**config.mk**
```make
export PLATFORM = sky130hd
export DESIGN_NAME = cajero_automatico
export DESIGN_NICKNAME = d
export VERILOG_FILES = /design/src/rtl/cajero_pkg.sv /design/src/rtl/captura_pin.sv /design/src/rtl/cajero_automatico.sv
export SDC_FILE = /design/constraint.sdc
export NUM_CORES = 1
export LEC_CHECK = 0
export CAP_MARGIN = 30
export CORE_MARGIN = 2
export CORE_UTILIZATION = 65
export DETAILED_ROUTE_END_ITERATION = 8
export MAX_ROUTING_LAYER = met4
export PLACE_DENSITY_LB_ADDON = 0.2
export SKIP_CTS_REPAIR_TIMING = 1
export SYNTH_ARGS = -nofsm -noshare
export SYNTH_HDL_FRONTEND = slang
export SYNTH_SLANG_ARGS = --single-unit
```
**constraint.sdc**
```tcl
create_clock -name CLK -period 6.8 [get_ports CLK]
set_clock_uncertainty 0.1 [all_clocks]
set_input_delay 2.04 -clock CLK [delete_from_list [all_inputs] [get_ports CLK]]
set_output_delay 2.04 -clock CLK [all_outputs]
set_load 0.02 [all_outputs]
```
**src/rtl/cajero_pkg.sv**
```systemverilog
// Shared types and constants for the ATM controller: state encoding, balance/amount widths
// and the retry limit that locks the card.
package cajero_pkg;

  localparam int unsigned BALANCE_W    = 64;
  localparam int unsigned MONTO_W      = 32;
  localparam int unsigned PIN_W        = 16;
  localparam int unsigned DIGITO_W     = 4;
  localparam int unsigned MAX_INTENTOS = 3;
  localparam int unsigned FALLOS_W     = $clog2(MAX_INTENTOS + 1);

  typedef logic [BALANCE_W-1:0] balance_t;
  typedef logic [FALLOS_W-1:0]  fallos_t;

  typedef enum logic [1:0] {
    ESPERA_TARJETA = 2'd0,
    ESPERA_PIN     = 2'd1,
    ESPERA_MONTO   = 2'd2,
    BLOQUEADO      = 2'd3
  } estado_t;

  function automatic balance_t extender_monto(input logic [MONTO_W-1:0] monto);
    return {{(BALANCE_W - MONTO_W){1'b0}}, monto};
  endfunction

endpackage

```
**src/rtl/captura_pin.sv**
```systemverilog
// Collects four BCD digits; o_codigo/o_listo present the full entry in the same cycle the
// fourth digit is strobed so the caller can register the compare result one cycle later.
module captura_pin
  import cajero_pkg::*;
(
  input  logic                i_clk,
  input  logic                i_rst_n,
  input  logic                i_habilitar,
  input  logic                i_stb,
  input  logic [DIGITO_W-1:0] i_digito,
  output logic [PIN_W-1:0]    o_codigo,
  output logic                o_listo
);

  // Only the first three digits need storage; the fourth arrives on i_digito.
  logic [PIN_W-DIGITO_W-1:0] r_digitos;
  logic [1:0]                r_cuenta;
  logic                      w_captura;

  assign w_captura = i_habilitar && i_stb;
  assign o_codigo  = {r_digitos, i_digito};
  assign o_listo   = w_captura && (r_cuenta == 2'd3);

  always_ff @(posedge i_clk or negedge i_rst_n) begin
    if (!i_rst_n) begin
      r_digitos <= '0;
      r_cuenta  <= '0;
    end else if (!i_habilitar) begin
      r_digitos <= '0;
      r_cuenta  <= '0;
    end else if (i_stb) begin
      r_digitos <= o_codigo[PIN_W-DIGITO_W-1:0];
      r_cuenta  <= r_cuenta + 2'd1;
    end
  end

endmodule

```
**src/rtl/cajero_automatico.sv**
```systemverilog
// ATM controller: card detect, 4-digit PIN check with lockout, deposit/withdrawal on a 64-bit
// balance. Define CAJERO_SATURACION_EN to saturate overflowing deposits instead of wrapping.
module cajero_automatico
  import cajero_pkg::*;
#(
  parameter logic [63:0] BALANCE_INICIAL = 64'd1000
) (
  input  logic                CLK,
  input  logic                RESET,
  input  logic                TARJETA_RECIBIDA,
  input  logic [PIN_W-1:0]    PIN,
  input  logic [DIGITO_W-1:0] DIGITO,
  input  logic                DIGITO_STB,
  input  logic                TIPO_TRANS,
  input  logic [MONTO_W-1:0]  MONTO,
  input  logic                MONTO_STB,
  output logic                BALANCE_ACTUALIZADO,
  output logic                ENTREGAR_DINERO,
  output logic                FONDOS_INSUFICIENTES,
  output logic                PIN_INCORRECTO,
  output logic                ADVERTENCIA,
  output logic                BLOQUEO
);

  estado_t    r_estado, w_estado_sig;
  balance_t   r_balance, w_balance_sig;
  fallos_t    r_fallos, w_fallos_sig, w_fallos_inc;
  logic       r_bal_act, w_bal_act_sig;
  logic       r_entregar, w_entregar_sig;
  logic       r_fondos, w_fondos_sig;
  logic       r_pin_inc, w_pin_inc_sig;
  logic       r_adv, w_adv_sig;
  logic       r_bloqueo, w_bloqueo_sig;

  logic             w_habilitar;
  logic [PIN_W-1:0] w_codigo;
  logic             w_listo;
  balance_t         w_monto_ext;
  balance_t         w_deposito;
  logic             w_alcanza;

  // Card removal has priority, so the digit collector is gated by the card level too.
  assign w_habilitar = (r_estado == ESPERA_PIN) && TARJETA_RECIBIDA;

  captura_pin u_captura_pin (
    .i_clk       (CLK),
    .i_rst_n     (RESET),
    .i_habilitar (w_habilitar),
    .i_stb       (DIGITO_STB),
    .i_digito    (DIGITO),
    .o_codigo    (w_codigo),
    .o_listo     (w_listo)
  );

  assign w_monto_ext  = extender_monto(MONTO);
  assign w_alcanza    = (w_monto_ext <= r_balance);
  assign w_fallos_inc = r_fallos + fallos_t'(1);

`ifdef CAJERO_SATURACION_EN
  logic [BALANCE_W:0] w_suma;
  assign w_suma     = {1'b0, r_balance} + {1'b0, w_monto_ext};
  assign w_deposito = w_suma[BALANCE_W] ? '1 : w_suma[BALANCE_W-1:0];
`else
  assign w_deposito = r_balance + w_monto_ext;
`endif

  always_comb begin
    w_estado_sig   = r_estado;
    w_balance_sig  = r_balance;
    w_fallos_sig   = r_fallos;
    w_adv_sig      = r_adv;
    w_bloqueo_sig  = r_bloqueo;
    w_bal_act_sig  = 1'b0;
    w_entregar_sig = 1'b0;
    w_fondos_sig   = 1'b0;
    w_pin_inc_sig  = 1'b0;

    unique case (r_estado)
      ESPERA_TARJETA: begin
        if (TARJETA_RECIBIDA) w_estado_sig = ESPERA_PIN;
      end
      ESPERA_PIN: begin
        if (!TARJETA_RECIBIDA) begin
          w_estado_sig = ESPERA_TARJETA;
        end else if (w_listo) begin
          if (w_codigo == PIN) begin
            w_fallos_sig = '0;
            w_adv_sig    = 1'b0;
            w_estado_sig = ESPERA_MONTO;
          end else begin
            w_pin_inc_sig = 1'b1;
            w_fallos_sig  = w_fallos_inc;
            if (w_fallos_inc >= fallos_t'(MAX_INTENTOS)) begin
              w_bloqueo_sig = 1'b1;
              w_estado_sig  = BLOQUEADO;
            end else if (w_fallos_inc >= fallos_t'(MAX_INTENTOS - 1)) begin
              w_adv_sig = 1'b1;
            end
          end
        end
      end
      ESPERA_MONTO: begin
        if (!TARJETA_RECIBIDA) begin
          w_estado_sig = ESPERA_TARJETA;
        end else if (MONTO_STB) begin
          w_estado_sig = ESPERA_TARJETA;
          if (!TIPO_TRANS) begin
            w_balance_sig = w_deposito;
            w_bal_act_sig = 1'b1;
          end else if (w_alcanza) begin
            w_balance_sig  = r_balance - w_monto_ext;
            w_bal_act_sig  = 1'b1;
            w_entregar_sig = 1'b1;
          end else begin
            w_fondos_sig = 1'b1;
          end
        end
      end
      BLOQUEADO: begin
        w_estado_sig = BLOQUEADO;
      end
      default: begin
        w_estado_sig = ESPERA_TARJETA;
      end
    endcase
  end

  always_ff @(posedge CLK or negedge RESET) begin
    if (!RESET) begin
      r_estado   <= ESPERA_TARJETA;
      r_balance  <= BALANCE_INICIAL;
      r_fallos   <= '0;
      r_bal_act  <= 1'b0;
      r_entregar <= 1'b0;
      r_fondos   <= 1'b0;
      r_pin_inc  <= 1'b0;
      r_adv      <= 1'b0;
      r_bloqueo  <= 1'b0;
    end else begin
      r_estado   <= w_estado_sig;
      r_balance  <= w_balance_sig;
      r_fallos   <= w_fallos_sig;
      r_bal_act  <= w_bal_act_sig;
      r_entregar <= w_entregar_sig;
      r_fondos   <= w_fondos_sig;
      r_pin_inc  <= w_pin_inc_sig;
      r_adv      <= w_adv_sig;
      r_bloqueo  <= w_bloqueo_sig;
    end
  end

  assign BALANCE_ACTUALIZADO  = r_bal_act;
  assign ENTREGAR_DINERO      = r_entregar;
  assign FONDOS_INSUFICIENTES = r_fondos;
  assign PIN_INCORRECTO       = r_pin_inc;
  assign ADVERTENCIA          = r_adv;
  assign BLOQUEO              = r_bloqueo;

endmodule

```
==> impl_metrics.env, run 1 <==
export IMPL_post_dp_hpwl_um=20700
export IMPL_critPathKind="in2reg"
export IMPL_cts_sinks=88
export IMPL_final_core_util_pct=73.2
export IMPL_combinationalPowerShare_pct=60.7
export IMPL_wl_per_cell_um=20.5
export IMPL_finalCriticalPeriod_ns=5.73
export IMPL_setup_viol=0
export IMPL_fin_nets=1289
export IMPL_synth_edf_count=0
export IMPL_fp_dieArea_mm2=0.0145
export IMPL_initial_utilization_pct=66.5
export IMPL_num_rows=42
export IMPL_rsz0062_at_grt="false"
export IMPL_grt_ovfl_total=0
export IMPL_syn_area_mm2=0.00881
export IMPL_synth_cells=1148
export IMPL_viasPerCell=6.77
export IMPL_worstPathArrival_ns=5.92
export IMPL_cp_depth=12
export IMPL_synth_cell_types=82
export IMPL_syn_to_final_growth_pct=9.97
export IMPL_intPower_mw=1.76
export IMPL_reg2reg_slack_ns=2.83
export IMPL_hold_path_class="reg2reg"
export IMPL_synth_area_leaders="dfrtp_1 (23%), ha_1 (9.4%), xnor2_1 (5.4%), nor2_1 (4.9%), a21oi_1 (4.7%)"
export IMPL_port_buffers=63
export IMPL_outcome="complete, no violations"
export IMPL_root_buffer="clkbuf_16"
export IMPL_syn_area_per_cell_um2=7.68
export IMPL_peakVddDrop_v=0.000283
export IMPL_async_flop_share_pct=100
export IMPL_cts_made_buffers=9
export IMPL_seqPwrFrac_pct=25.5
export IMPL_core_mm2=0.0132
export IMPL_fin_setup_tns_ns=0
export IMPL_cp_buffers_inverters=2
export IMPL_yosys_warnings=0
export IMPL_worstHoldStart="r_balance[63]$_DFFE_PN0P_"
export IMPL_worstHoldPathCells=1
export IMPL_dr_pass1_iters=6
export IMPL_syn_nets=1274
export IMPL_period_share_pct=84.3
export IMPL_htree_levels=3
export IMPL_antenna_left=0
export IMPL_fmax_mhz=174
export IMPL_p_total_mw=3.67
export IMPL_finalWirelength_um=27500
export IMPL_worstMarginPinSlew_ns=1.02
export IMPL_crit_slowest_cell="ha_1"
export IMPL_grt_pass1_vias=8541
export IMPL_antenna_found_initial=0
export IMPL_worst_ep_required_time_ns=6.99
export IMPL_drc=0
export IMPL_die_w_um=120
export IMPL_clk_latency_ns=0.37
export IMPL_ys_seq_area_share_pct=25.1
export IMPL_cp_start_kind="input port"
export IMPL_r2r_cells=10
export IMPL_path_cells="clkdlybuf4s50_1, inv_1, ha_1, nand4_1, or3_1, a211oi_1, o31a_1, o21ai_4, nor2_2, nand3_1, o22ai_1, xor2_1"
export IMPL_cts_tree="done"
export IMPL_final_hold_viol_count=0
export IMPL_fin_ws_ns=1.07
export IMPL_swShare_pct=52.0
export IMPL_synth_top_area_share_pct=23.3
export IMPL_critPathTopFamily="simple AND/OR/NAND/NOR gates"
export IMPL_power_density_mw_per_mm2=379
export IMPL_crit_start="MONTO[22]"
export IMPL_cp_slowest_stage_delay_ns=0.61
export IMPL_ios=64
export IMPL_final_max_slew_viol_count=0
export IMPL_gp_congestion=1.05
export IMPL_leakagePower_nw=4.25
export IMPL_num_vias=9097
export IMPL_synth_largest_area_cell="dfrtp_1"
export IMPL_max_slew_margin_pct=30.1
export IMPL_synthFlopType="dfrtp_1"
export IMPL_critical_path_reg2reg_startpoint="r_balance[52]$_DFFE_PN0P_"
export IMPL_path_clk_slew_ns=0.07
export IMPL_drive_above_1_share_pct=4.62
export IMPL_grt_usage_pct=39.2
export IMPL_clock_power_share_pct=13.8
export IMPL_cap_violations=0
export IMPL_first_iter_violations=1228
export IMPL_critPathCaptureType="flip-flop"
export IMPL_clock_path_buffers=2
export IMPL_crit_fanout=25
export IMPL_grt_start_max_net_pins=47
export IMPL_grt_pass1_wl_um=44000
export IMPL_ys_ff_latch=88
export IMPL_dieHeight_um=120
export IMPL_hold_slack_ns=0.388
export IMPL_p_sw_mw=1.91
export IMPL_dp_slack_ns=0.845
export IMPL_antennaDiodeCount=0
-- state kept, by name, summed over array words and instances (netlist names), 2 cells and up --
signal                   flops
r_estado                     2
u_captura_pin.r_cuenta       2
r_balance                   64
r_fallos                     2
u_captura_pin.r_digitos     12
-- metal layers --
layer	global-route usage [%]	wire length [µm]
met5	-	0
met4	14.3	881
met3	6.42	2890
met2	58.9	12300
met1	53.8	11500
-- synth_stat cells (24+ instances only) --
master / n
xnor2_1: 54
nor3_1: 37
a21oi_1: 83
clkbuf_1: 34
nor2_1: 115
o21ai_0: 81
inv_1: 66
xor2_1: 24
nand3_1: 25
ha_1: 66
dfrtp_1: 82
nand2_1: 97
nand4_1: 38
buf_2: 24
-- worst paths after layout --
kind,to
min in group asynchronous,r_balance[20]$_DFFE_PN0P_
worst max register to register,r_balance[39]$_DFFE_PN0P_
worst min-delay path,r_balance[63]$_DFFE_PN0P_
worst max-delay path,r_balance[34]$_DFFE_PN0P_
max in group asynchronous,r_balance[49]$_DFFE_PN0P_
worst min register to register,r_balance[63]$_DFFE_PN0P_
-- layout by cell type (no fill, tap or decap), drive strengths merged, types with 23 or more instances in the layout --
cell,instances
clkdlybuf4s50,61
nor4,23
xor2,24
nand4,38
a21oi,83
xnor2,54
dfrtp,82
nor3,37
nand2,97
o21ai,85
ha,66
inv,70
nand3,25
nor2,116
-- cell type report --
cell class / instances / area [µm²]
fill: 1064 / 3550
inverter: 67 / 251
clock buffer: 9 / 225
multi-input combinational: 929 / 6060
timing repair buffer: 68 / 661
sequential: 88 / 2210
clock inverter: 7 / 62.6
tap: 176 / 220
-- logic make-up after synthesis --
family                     count (synthesis)  share of synthesized area, %
DFF                                       88                          25.1
muxes                                     20                          2.34
buffers and inverters                    131                          6.15
AOI/OAI and AO/OA                        323                          23.8
xor gates and xnor gates                  78                          7.75
adders and majority gates                 68                          9.83
and+or+nand+nor                          440                          25.1
-- power by group through the flow --
stage                     sequential [mW]  combinational (mW)  clock, mW
after floorplan                     0.805                1.70          0
after global placement              0.931                2.10          0
after detailed placement            0.934                2.13          0
after CTS                           0.926                2.15      0.505
after global routing                0.957                2.42      0.522
final                               0.937                2.23      0.508
-- through the flow --
stage,std cells,area [µm²]
6_report,1344,9690
3_5_place_dp,1328,9400
4_1_cts,1344,9690
3_3_place_gp,1328,9400
2_1_floorplan,1148,8810
5_1_grt,1344,9690
(Power assumes the default switching activity.)
==> run 2, diff against run 1 <==
--- a/config.mk
+++ b/config.mk
@@ -7,7 +7,7 @@
 export LEC_CHECK = 0
 export CAP_MARGIN = 30
 export CORE_MARGIN = 2
-export CORE_UTILIZATION = 65
+export CORE_UTILIZATION = 55
 export DETAILED_ROUTE_END_ITERATION = 8
 export MAX_ROUTING_LAYER = met4
 export PLACE_DENSITY_LB_ADDON = 0.2
==> constraint.sdc (replaced) <==
create_clock -name CLK -period 5.05 [get_ports CLK]
set_clock_uncertainty 0.1 [all_clocks]
set_input_delay 1.515 -clock CLK [delete_from_list [all_inputs] [get_ports CLK]]
set_output_delay 1.515 -clock CLK [all_outputs]
set_load 0.02 [all_outputs]
==> run 2 against run 1 <==
  * Worst hold slack got worse by 0.026 ns
  * Total power increased by 40%
  * First-iteration DRC count is 17% lower
  * Critical path depth did not move
  * Non-clock buffer count is 47 higher
==> impl_metrics.env, run 2 (synthesis results as in run 1) <==
export IMPL_outcome="complete, no violations"
export IMPL_largest_register_ffs=64
export IMPL_max_slew_margin_pct=46.0
export IMPL_critPathKind="in2reg"
export IMPL_worstPathArrival_ns=4.85
export IMPL_ios=64
export IMPL_die_w_um=131
export IMPL_grt_ovfl_total=0
export IMPL_final_common_cell="nor2_1"
export IMPL_grt_pass1_vias=8579
export IMPL_cp_start_kind="input port"
export IMPL_fin_setup_tns_ns=0
export IMPL_setup_viol=0
export IMPL_cts_made_buffers=9
export IMPL_finalCriticalPeriod_ns=4.67
export IMPL_drc=0
export IMPL_cts_sinks=88
export IMPL_root_buffer="clkbuf_16"
export IMPL_grt_pass1_wl_um=45300
export IMPL_fmax_mhz=214
export IMPL_num_rows=46
export IMPL_finalWirelength_um=28500
export IMPL_critPathCaptureType="flip-flop"
export IMPL_initial_utilization_pct=55.9
export IMPL_clk_latency_ns=0.36
export IMPL_fin_nets=1336
export IMPL_worstHoldPathCells=1
export IMPL_dieHeight_um=131
export IMPL_worstHoldStart="BLOQUEO$_DFFE_PN0P_"
export IMPL_cap_violations=0
export IMPL_core_mm2=0.0158
export IMPL_fillers=1517
export IMPL_viasPerCell=6.30
export IMPL_final_hold_viol_count=0
export IMPL_largestRegisters="r_balance x64, u_captura_pin.r_digitos x12"
export IMPL_power_density_mw_per_mm2=510
export IMPL_post_dp_hpwl_um=22000
export IMPL_clock_path_buffers=2
export IMPL_drive_above_1_share_pct=8.31
export IMPL_dr_pass1_iters=6
export IMPL_cts_tree="done"
export IMPL_fp_dieArea_mm2=0.0171
export IMPL_r2r_end="r_balance[49]$_DFFE_PN0P_"
export IMPL_first_iter_violations=1015
export IMPL_grt_start_max_net_pins=50
export IMPL_grt_usage_pct=35.1
export IMPL_period_share_pct=92.5
export IMPL_critical_path_reg2reg_startpoint="r_balance[52]$_DFFE_PN0P_"
export IMPL_gp_congestion=1.03
export IMPL_antennaDiodeCount=0
export IMPL_mostFrequentLayoutCells="nor2_1 (115), nand2_1 (97), a21oi_1 (83), dfrtp_1 (82), o21ai_0 (81)"
export IMPL_rsz0062_at_grt="false"
export IMPL_worstMarginPinSlew_ns=0.809
export IMPL_final_max_slew_viol_count=0
export IMPL_reg2reg_slack_ns=1.58
export IMPL_top_register="r_balance"
export IMPL_leakagePower_nw=4.48
export IMPL_syn_to_final_growth_pct=14.6
export IMPL_hold_slack_ns=0.363
export IMPL_antenna_found_initial=0
export IMPL_port_buffers=63
export IMPL_antenna_left=0
export IMPL_htree_levels=3
export IMPL_crit_fanout=8
export IMPL_worst_ep_required_time_ns=5.23
export IMPL_r2r_cells=10
export IMPL_wl_per_cell_um=19.9
export IMPL_p_total_mw=5.15
export IMPL_place_area_mm2=0.00982
export IMPL_hold_end="BLOQUEO$_DFFE_PN0P_"
export IMPL_path_clk_slew_ns=0.07
export IMPL_peakVddDrop_v=0.000303
export IMPL_design_area_mm2=0.0101
export IMPL_num_vias=9009
export IMPL_hold_path_class="reg2reg"
[run 2: power breakdown]
| group | internal (mW) | switching (mW) |
|---|---|---|
| Clock | 0.343 | 0.338 |
| Combinational | 1.28 | 1.94 |
| Sequential | 0.924 | 0.325 |
[run 2: worst max-delay path by stage]
stage                   from                        end  slack, ns
floorplan           MONTO[2]  r_balance[33]$_DFFE_PN0P_       1.03
global placement    MONTO[2]  r_balance[58]$_DFFE_PN0P_       0.11
detailed placement  MONTO[0]  r_balance[60]$_DFFE_PN0P_       0.08
CTS                 MONTO[2]  r_balance[58]$_DFFE_PN0P_       0.45
global route        MONTO[2]  r_balance[58]$_DFFE_PN0P_       0.11
finish              MONTO[2]  r_balance[58]$_DFFE_PN0P_       0.38
[run 2: stage by stage]
step                      std cells  utilization, %  setup slack, ns
after global placement         1415            62.3            0.107
after detailed placement       1415            62.3           0.0773
final                          1431            64.0            0.380
after CTS                      1431            64.0            0.448
after global routing           1431            64.0            0.106
after floorplan                1148               -             1.03
[run 2: cell type report]
cell class                      instances  area (µm²)  share of cell area [%]
Clock buffer                            9         225                    2.23
Clock inverter                          7        56.3                   0.557
Inverter                               67         251                    2.49
Multi-Input combinational cell        929        6060                    60.0
Sequential cell                        88        2210                    21.9
Tap cell                              216         270                    2.68
Timing Repair Buffer                  115        1030                    10.2
[run 2: critical path, stage by stage]
cell and delay [ns]:
clkdlybuf4s50_1 0.48, inv_1 0.05, ha_1 0.39, nor2b_1 0.20, o31a_1 0.31, o311a_1 0.38
o211ai_1 0.35, a21oi_1 0.16, o21ai_0 0.35, o21ai_0 0.17, a221oi_1 0.33, xnor2_1 0.16
[run 2: routing by layer]
layer / track usage (%) / up-vias / routed length (µm)
li1: - / 4256 / -
met1: 47.8 / 4181 / 12500
met2: 51.9 / 481 / 12300
met3: 5.01 / 91 / 2510
met4: 15.6 / 0 / 1190
met5: - / - / 0
==> run 3, diff against run 2 <==
--- a/config.mk
+++ b/config.mk
@@ -11,6 +11,7 @@
 export DETAILED_ROUTE_END_ITERATION = 8
 export MAX_ROUTING_LAYER = met4
 export PLACE_DENSITY_LB_ADDON = 0.2
+export REMOVE_ABC_BUFFERS = 1
 export SKIP_CTS_REPAIR_TIMING = 1
 export SYNTH_ARGS = -nofsm -noshare
 export SYNTH_HDL_FRONTEND = slang
==> run 3 against run 2 <==
  * Flip-flop and latch count unchanged
  * Wire length up 1.7%
  * Sequential share of layout area fell by 0.25 points
  * Critical endpoint is now r_balance[36]$_DFFE_PN0P_
  * Highest routed layer unchanged
==> impl_metrics.env, run 3 (synthesis results as in run 1) <==
export IMPL_outcome="complete, no violations"
export IMPL_final_hold_viol_count=0
export IMPL_num_rows=46
export IMPL_worstMarginPinSlew_ns=0.919
export IMPL_crit_fanout=10
export IMPL_critPathKind="in2reg"
export IMPL_root_buffer="clkbuf_16"
export IMPL_largest_register_ffs=64
export IMPL_critPathCaptureType="flip-flop"
export IMPL_grt_pass1_vias=8600
export IMPL_drc=0
export IMPL_die_w_um=131
export IMPL_antenna_found_initial=0
export IMPL_ios=64
export IMPL_fin_ws_ns=0.295
export IMPL_antenna_left=0
export IMPL_grt_pass1_wl_um=45800
export IMPL_grt_ovfl_total=0
export IMPL_top_register="r_balance"
export IMPL_path_clk_slew_ns=0.08
export IMPL_grt_usage_pct=35.3
export IMPL_finalCriticalPeriod_ns=4.76
export IMPL_final_common_cell="nor2_1"
export IMPL_wl_per_cell_um=20.0
export IMPL_clock_path_buffers=2
export IMPL_worst_ep_required_time_ns=5.18
export IMPL_post_dp_hpwl_um=22200
export IMPL_finalWirelength_um=28900
export IMPL_first_iter_violations=1066
export IMPL_viasPerCell=6.42
export IMPL_drive_above_1_share_pct=9.43
export IMPL_setup_viol=0
export IMPL_gp_congestion=1.04
export IMPL_initial_utilization_pct=55.9
export IMPL_fp_dieArea_mm2=0.0171
export IMPL_power_density_mw_per_mm2=513
export IMPL_final_max_slew_viol_count=0
export IMPL_leakagePower_nw=4.55
export IMPL_clk_latency_ns=0.37
export IMPL_dp_slack_ns=0.0228
export IMPL_antennaDiodeCount=0
export IMPL_final_core_util_pct=64.8
export IMPL_dr_pass1_iters=5
export IMPL_largestRegisters="r_balance x64, u_captura_pin.r_digitos x12"
export IMPL_instances_no_fill=1446
export IMPL_worstPathArrival_ns=4.89
export IMPL_hold_path_class="reg2reg"
export IMPL_fmax_mhz=210
export IMPL_p_total_mw=5.24
export IMPL_cts_sinks=88
export IMPL_cts_tree="done"
export IMPL_dieHeight_um=131
export IMPL_rsz0062_at_grt="false"
export IMPL_fin_nets=1351
export IMPL_grt_start_max_net_pins=69
export IMPL_mostFrequentLayoutCells="nor2_1 (115), nand2_1 (97), a21oi_1 (83), dfrtp_1 (82), o21ai_0 (81)"
export IMPL_cp_start_kind="input port"
export IMPL_max_slew_margin_pct=38.7
export IMPL_core_mm2=0.0158
export IMPL_fin_setup_tns_ns=0
export IMPL_num_vias=9286
export IMPL_syn_to_final_growth_pct=15.9
export IMPL_htree_levels=3
export IMPL_period_share_pct=94.2
export IMPL_peakVddDrop_v=0.000269
export IMPL_dpl_cell_count=1430
export IMPL_cts_made_buffers=9
export IMPL_port_buffers=63
export IMPL_cap_violations=0
[run 3: cell count changes in the layout (fill, tap and decap cells not counted)]
cell,change
clkinv_2,-1
a2111oi_0,-1
inv_6,-4
clkinv_4,+2
buf_4,+16
inv_8,+2
a2111oi_1,+1
clkinv_8,+1
buf_12,-1
[run 3: final timing paths]
path / slack [ns] / from / cells past startpoint / to
min in group asynchronous: 1.17 / RESET / 1 / r_balance[19]$_DFFE_PN0P_
hold reg to reg: 0.37 / BLOQUEO$_DFFE_PN0P_ / 1 / BLOQUEO$_DFFE_PN0P_
setup / recovery: 0.29 / MONTO[2] / 12 / r_balance[36]$_DFFE_PN0P_
max in group asynchronous: 2.75 / RESET / 2 / r_balance[5]$_DFFE_PN1P_
setup reg to reg: 1.56 / r_balance[2]$_DFFE_PN0P_ / 10 / r_balance[36]$_DFFE_PN0P_
hold / removal: 0.37 / BLOQUEO$_DFFE_PN0P_ / 1 / BLOQUEO$_DFFE_PN0P_
[run 3: routing by layer]
metal | GRT usage (%) | routed length, µm
met1 | 49.3 | 13000
met2 | 53.6 | 12900
met3 | 4.64 | 2210
met4 | 10.5 | 822
met5 | - | 0
[run 3: area by class of cell]
cell class	count	area, µm²
timing repair buffer	130	1130
clock inverter	7	72.6
fill	1436	5550
tap	216	270
inverter	67	251
multi-input combinational	929	6060
clock buffer	9	225
sequential	88	2210
[run 3: where the power goes]
| part | switching, mW | internal, mW |
|---|---|---|
| Clock | 0.351 | 0.349 |
| Sequential | 0.334 | 0.923 |
| Combinational | 1.94 | 1.34 |
| Total | 2.63 | 2.61 |
[run 3: metrics by stage]
step | hold WS (ns) | area [µm²]
floorplan | 0.347 | 8520
global placement | 0.341 | 9920
detailed placement | 0.351 | 9920
CTS | 0.367 | 10200
global route | 0.380 | 10200
finish | 0.367 | 10200
[run 3: critical path: stages]
cell and delay (ns):
clkdlybuf4s50_1 0.48, inv_1 0.05, ha_1 0.42, o21bai_1 0.17
a2111oi_2 0.60, o311ai_0 0.19, nand2b_1 0.27, a21o_1 0.22
a31o_2 0.36, a2bb2oi_2 0.30, a211oi_1 0.11, xor2_1 0.19
==> RTL edit 1 (settings of run 3) <==
Put one more register stage on the output `ENTREGAR_DINERO`, with the module's reset. The value now appears one clock later. The other outputs are not delayed to match.
--- a/src/rtl/cajero_automatico.sv
+++ b/src/rtl/cajero_automatico.sv
@@ -150,7 +150,13 @@
   end
 
   assign BALANCE_ACTUALIZADO  = r_bal_act;
-  assign ENTREGAR_DINERO      = r_entregar;
+  always_ff @(posedge CLK or negedge RESET) begin
+    if (!RESET) begin
+      ENTREGAR_DINERO <= '0;
+    end else begin
+      ENTREGAR_DINERO <= r_entregar;
+    end
+  end
   assign FONDOS_INSUFICIENTES = r_fondos;
   assign PIN_INCORRECTO       = r_pin_inc;
   assign ADVERTENCIA          = r_adv;
Check against the original RTL: not equivalent (Yosys sat finds a counterexample within 10 cycles, from zero or initial values and one cycle with RESET low).
==> RTL edit 1 against run 3 <==
Setup slack improved by 0.066 ns. Wire length down 5.0%. Sequential cell count grew 1. Design area is 0.82% lower. Synthesized area is 0.28% higher. Total power is 2.3% lower. Highest routed layer unchanged. Hold slack worse by 0.11 ns. Combinational power down 4%.
==> RTL edit 1: results (changes against run 3) <==
| Metric | Value |
|---|---|
| Setup slack at placement | 0.0206 ns (-0.00229 ns) |
| Vias post-DR | 8899 (-4.2%) |
| #FFs+latches synth | 89 (+1.1%) |
| M3 GR Usage | 0.0562 (+0.00977) |
| Met1 GRT Util | 0.461 (-0.0320) |
| Min-delay src | r_entregar |
| Reg2reg start | r_balance[0] |
| Hold Path End | ENTREGAR_DINERO |
| Hold depth | 0 (-1) |
| WP data arrival | 4.82 ns (-0.07 ns) |
| Wire length on met2 | 12400 um (-3.9%) |
| Leading post-synthesis cells by instance count | nor2_1, nand2_1, a21oi_1, dfrtp_1, o21ai_0 |
| Vias in the first global route | 8351 (-2.9%) |
| CP max FO | 3 (-7) |
| NonClk Buf Share | 0.0998 (-0.0104) |
| Non-CTS buffers | 112 (-14%) |
| Placed Cells | 1412 (-1.3%) |
| Post-DP Area | 0.00980 sq mm (-1.2%) |
| Largest net degree at the start of global routing | 75 (+8.7%) |
| DP Wirelength | 20900 um (-6.0%) |
| Layout cells sized above 1 | 0.0808 (-0.0135) |
| Worst Reg-to-Reg Cells | 12 (+2) |
| Met2 Use GR | 0.527 (-0.00888) |
| Register area share after synthesis | 0.253 (+0.00212) |
| Met3 routed WL | 2030 um (-8.1%) |
| Register area | 0.00223 sq mm (+1.1%) |
| Nets | 1334 (-1.3%) |
| WL final | 27500 um (-5.0%) |
| Multi-input logic area | 0.00607 sq mm (+0.12%) |
| Int Pwr | 2.55 mW (-2.5%) |
| Avg Cell Area, Syn | 7.69 sq um (+0.20%) |
| DR iter-0 viols | 969 (-9.1%) |
| Status | finished clean |
| Sequential power share | 0.248 (+0.008) |
| Crit path largest cell delay | 0.62 ns (+0.02 ns) |
| Detailed-routing wirelength on met1 | 12500 um (-4.0%) |
RTL edit 1: cell count changes after synthesis, sizes merged:
cell | before | now
dfrtp | 82 | 83
RTL edit 1: worst max-delay path by stage:
stage	startpoint	end	slack [ns]	cells after the start
2_1_floorplan	MONTO[2]	r_balance[41]	0.32	11
3_3_place_gp	MONTO[15]	r_balance[58]	0.11	13
3_5_place_dp	MONTO[0]	r_balance[60]	0.02	13
4_1_cts	MONTO[1]	r_balance[60]	0.39	12
5_1_grt	MONTO[1]	r_balance[62]	0.09	13
6_report	MONTO[0]	r_balance[26]	0.36	13
RTL edit 1: cells by family after synthesis:
family	share of synthesized area
and+or+nand+nor	0.250
AOI/OAI and AO/OA	0.237
DFF	0.253
adders and majority gates	0.0980
xor gates and xnor gates	0.0773
muxes	0.0234
buffers and inverters	0.0613
==> RTL edit 2 (flow settings as in run 3) <==
Made on the original files. The option `CAJERO_SATURACION_EN` is turned on by a define.
--- a/src/rtl/cajero_automatico.sv
+++ b/src/rtl/cajero_automatico.sv
@@ -1,5 +1,7 @@
 // ATM controller: card detect, 4-digit PIN check with lockout, deposit/withdrawal on a 64-bit
 // balance. Define CAJERO_SATURACION_EN to saturate overflowing deposits instead of wrapping.
+`define CAJERO_SATURACION_EN
+
 module cajero_automatico
   import cajero_pkg::*;
 #(
Formal check against the unedited RTL: same outputs for any inputs over 4 cycles, from zero or initial values and one cycle with RESET low; that may be too few to reach the edited logic, so the function may still have changed.
==> RTL edit 2 against run 3 <==
Design area grew 2.5%. Sequential share of layout area shrank 0.54 points. Setup slack lost 0.11 ns. Wire length shrank 5.1%. Sequential cell count is the same. Core utilization grew 1.2 points. Maximum frequency shrank 2.2%. Cell count grew 1.1%. Hold slack lost 0.011 ns. Synthesized cell count is essentially flat. Synthesized area grew 1.1%. Largest cell class unchanged. Clock power shrank 2%. Total power grew 13%. Highest routed layer unchanged.
==> RTL edit 2: results (changes against run 3) <==
| Metric | Value |
|---|---|
| Fillers | 1398 (-2.6%) |
| Synth warn | 0 (unchanged) |
| Reg2reg start | r_balance[0] |
| DRC errors left | 0 (unchanged) |
| Worst reg2reg endpoint | r_balance[45] |
| Layout Cells excl Fill | 1462 (+1.1%) |
| Final hold slack | 0.356 ns (-0.0113 ns) |
| Hold Path Class | reg -> reg |
| Port bufs | 63 (unchanged) |
| WP data arrival | 5.02 ns (+0.13 ns) |
| Clk Tree Root Cell | clkbuf_16 |
| Leak | 4.49 nW (-1.5%) |
| Least-Margin Pin Slew | 0.892 ns (-0.0272 ns) |
| DP Wirelength | 21000 um (-5.4%) |
| Setup slack, reg-to-reg | 1.42 ns (-0.14 ns) |
| Nets | 1367 (+1.2%) |
| VDD IR max | 0.340 mV (+27%) |
| Routability Congestion | 0.979 (-6.1%) |
| Ant diodes | 0 (unchanged) |
| CP max FO | 9 (-1) |
| DR iter-0 viols | 1024 (-3.9%) |
| Status | finished clean |
| Hold Path End | BLOQUEO |
| Drt pass-1 iters | 6 (+1) |
| Unique masters post-synth | 91 (+11%) |
| Overall routing resource usage | 0.330 (-0.0230) |
| Leading post-synthesis cells by instance count | a21oi_1, nor2_1, nand2_1, dfrtp_1, ha_1 |
| Initial antenna violation count | 0 (unchanged) |
| WL final | 27500 um (-5.1%) |
| Syn Inst Count | 1147 (-0.087%) |
| Ranking of synthesized cells by area | dfrtp_1, ha_1, a21oi_1, nor2_1, xnor2_1 |
| Worst Reg-to-Reg Cells | 12 (+2) |
| Vias in the first global route | 8794 (+2.3%) |
| Register area share after synthesis | 0.248 (-0.00282) |
| Layout cells sized above 1 | 0.128 (+0.0333) |
| Largest net degree at the start of global routing | 67 (-2.9%) |
| First-pass GRT wire length | 45200 um (-1.3%) |
| Number of vias per cell | 6.22 (-3.1%) |
[RTL edit 2: logic make-up (layout without fill, tap and decap cells)]
logic type      count (synthesis)  count (layout)  synth area share
mux                            32              32            0.0375
xor+xnor                       51              51            0.0501
flops                          88              88             0.248
compound gates                356             356             0.260
simple gates                  414             414             0.238
fa+ha+maj                      68              68            0.0972
buf+inv                       138             237            0.0692
[RTL edit 2: worst max path at each step]
stage	start	to	slack, ns	depth (start not counted)
2_1_floorplan	MONTO[25]	r_balance[35]	0.29	12
3_3_place_gp	MONTO[0]	r_balance[45]	-0.19	13
3_5_place_dp	MONTO[0]	r_balance[45]	-0.22	13
4_1_cts	MONTO[0]	r_balance[45]	0.15	13
5_1_grt	MONTO[4]	r_balance[61]	0.03	13
6_report	MONTO[4]	r_balance[61]	0.19	13
[RTL edit 2: where the power goes]
| part | switching [mW] | internal, mW | total [mW] |
|---|---|---|---|
| Sequential | 0.301 | 0.952 | 1.25 |
| Clock | 0.341 | 0.345 | 0.686 |
| Combinational | 2.31 | 1.68 | 3.99 |
| Total | 2.96 | 2.97 | 5.93 |
[RTL edit 2: critical path: stages]
cell             delay (ns)
clkdlybuf4s50_1        0.48
inv_1                  0.05
ha_1                   0.42
nor3_1                 0.23
o21ai_0                0.21
nand3_1                0.16
nand2_1                0.12
o211ai_1               0.37
a2111oi_2              0.14
or2_1                  0.42
or3_1                  0.40
a21oi_1                0.15
mux2_2                 0.34
[RTL edit 2: final cells by class]
| cell class | count | area (sq um) | share of cell area |
|---|---|---|---|
| multi-input combinational | 921 | 6090 | 0.582 |
| inverter | 71 | 267 | 0.0254 |
| timing repair buffer | 150 | 1350 | 0.129 |
| tap | 216 | 270 | 0.0258 |
| sequential | 88 | 2210 | 0.211 |
| clock inverter | 7 | 61.3 | 0.00585 |
| clock buffer | 9 | 225 | 0.0215 |
[RTL edit 2: metrics by stage]
step                setup WS, ns  area (sq um)  utilization
CTS                        0.152         10500        0.659
detailed placement        -0.216         10200        0.641
global placement          -0.185         10200        0.641
floorplan                  0.295          8560            -
finish                     0.185         10500        0.660
global route              0.0330         10500        0.660
[RTL edit 2: metal layers]
metal	GRT usage	vias to the layer above	wire (um)
met2	0.513	420	12500
met5	-	-	0
met3	0.0478	60	2170
met4	0.109	0	727
met1	0.445	4246	12100
li1	-	4370	-
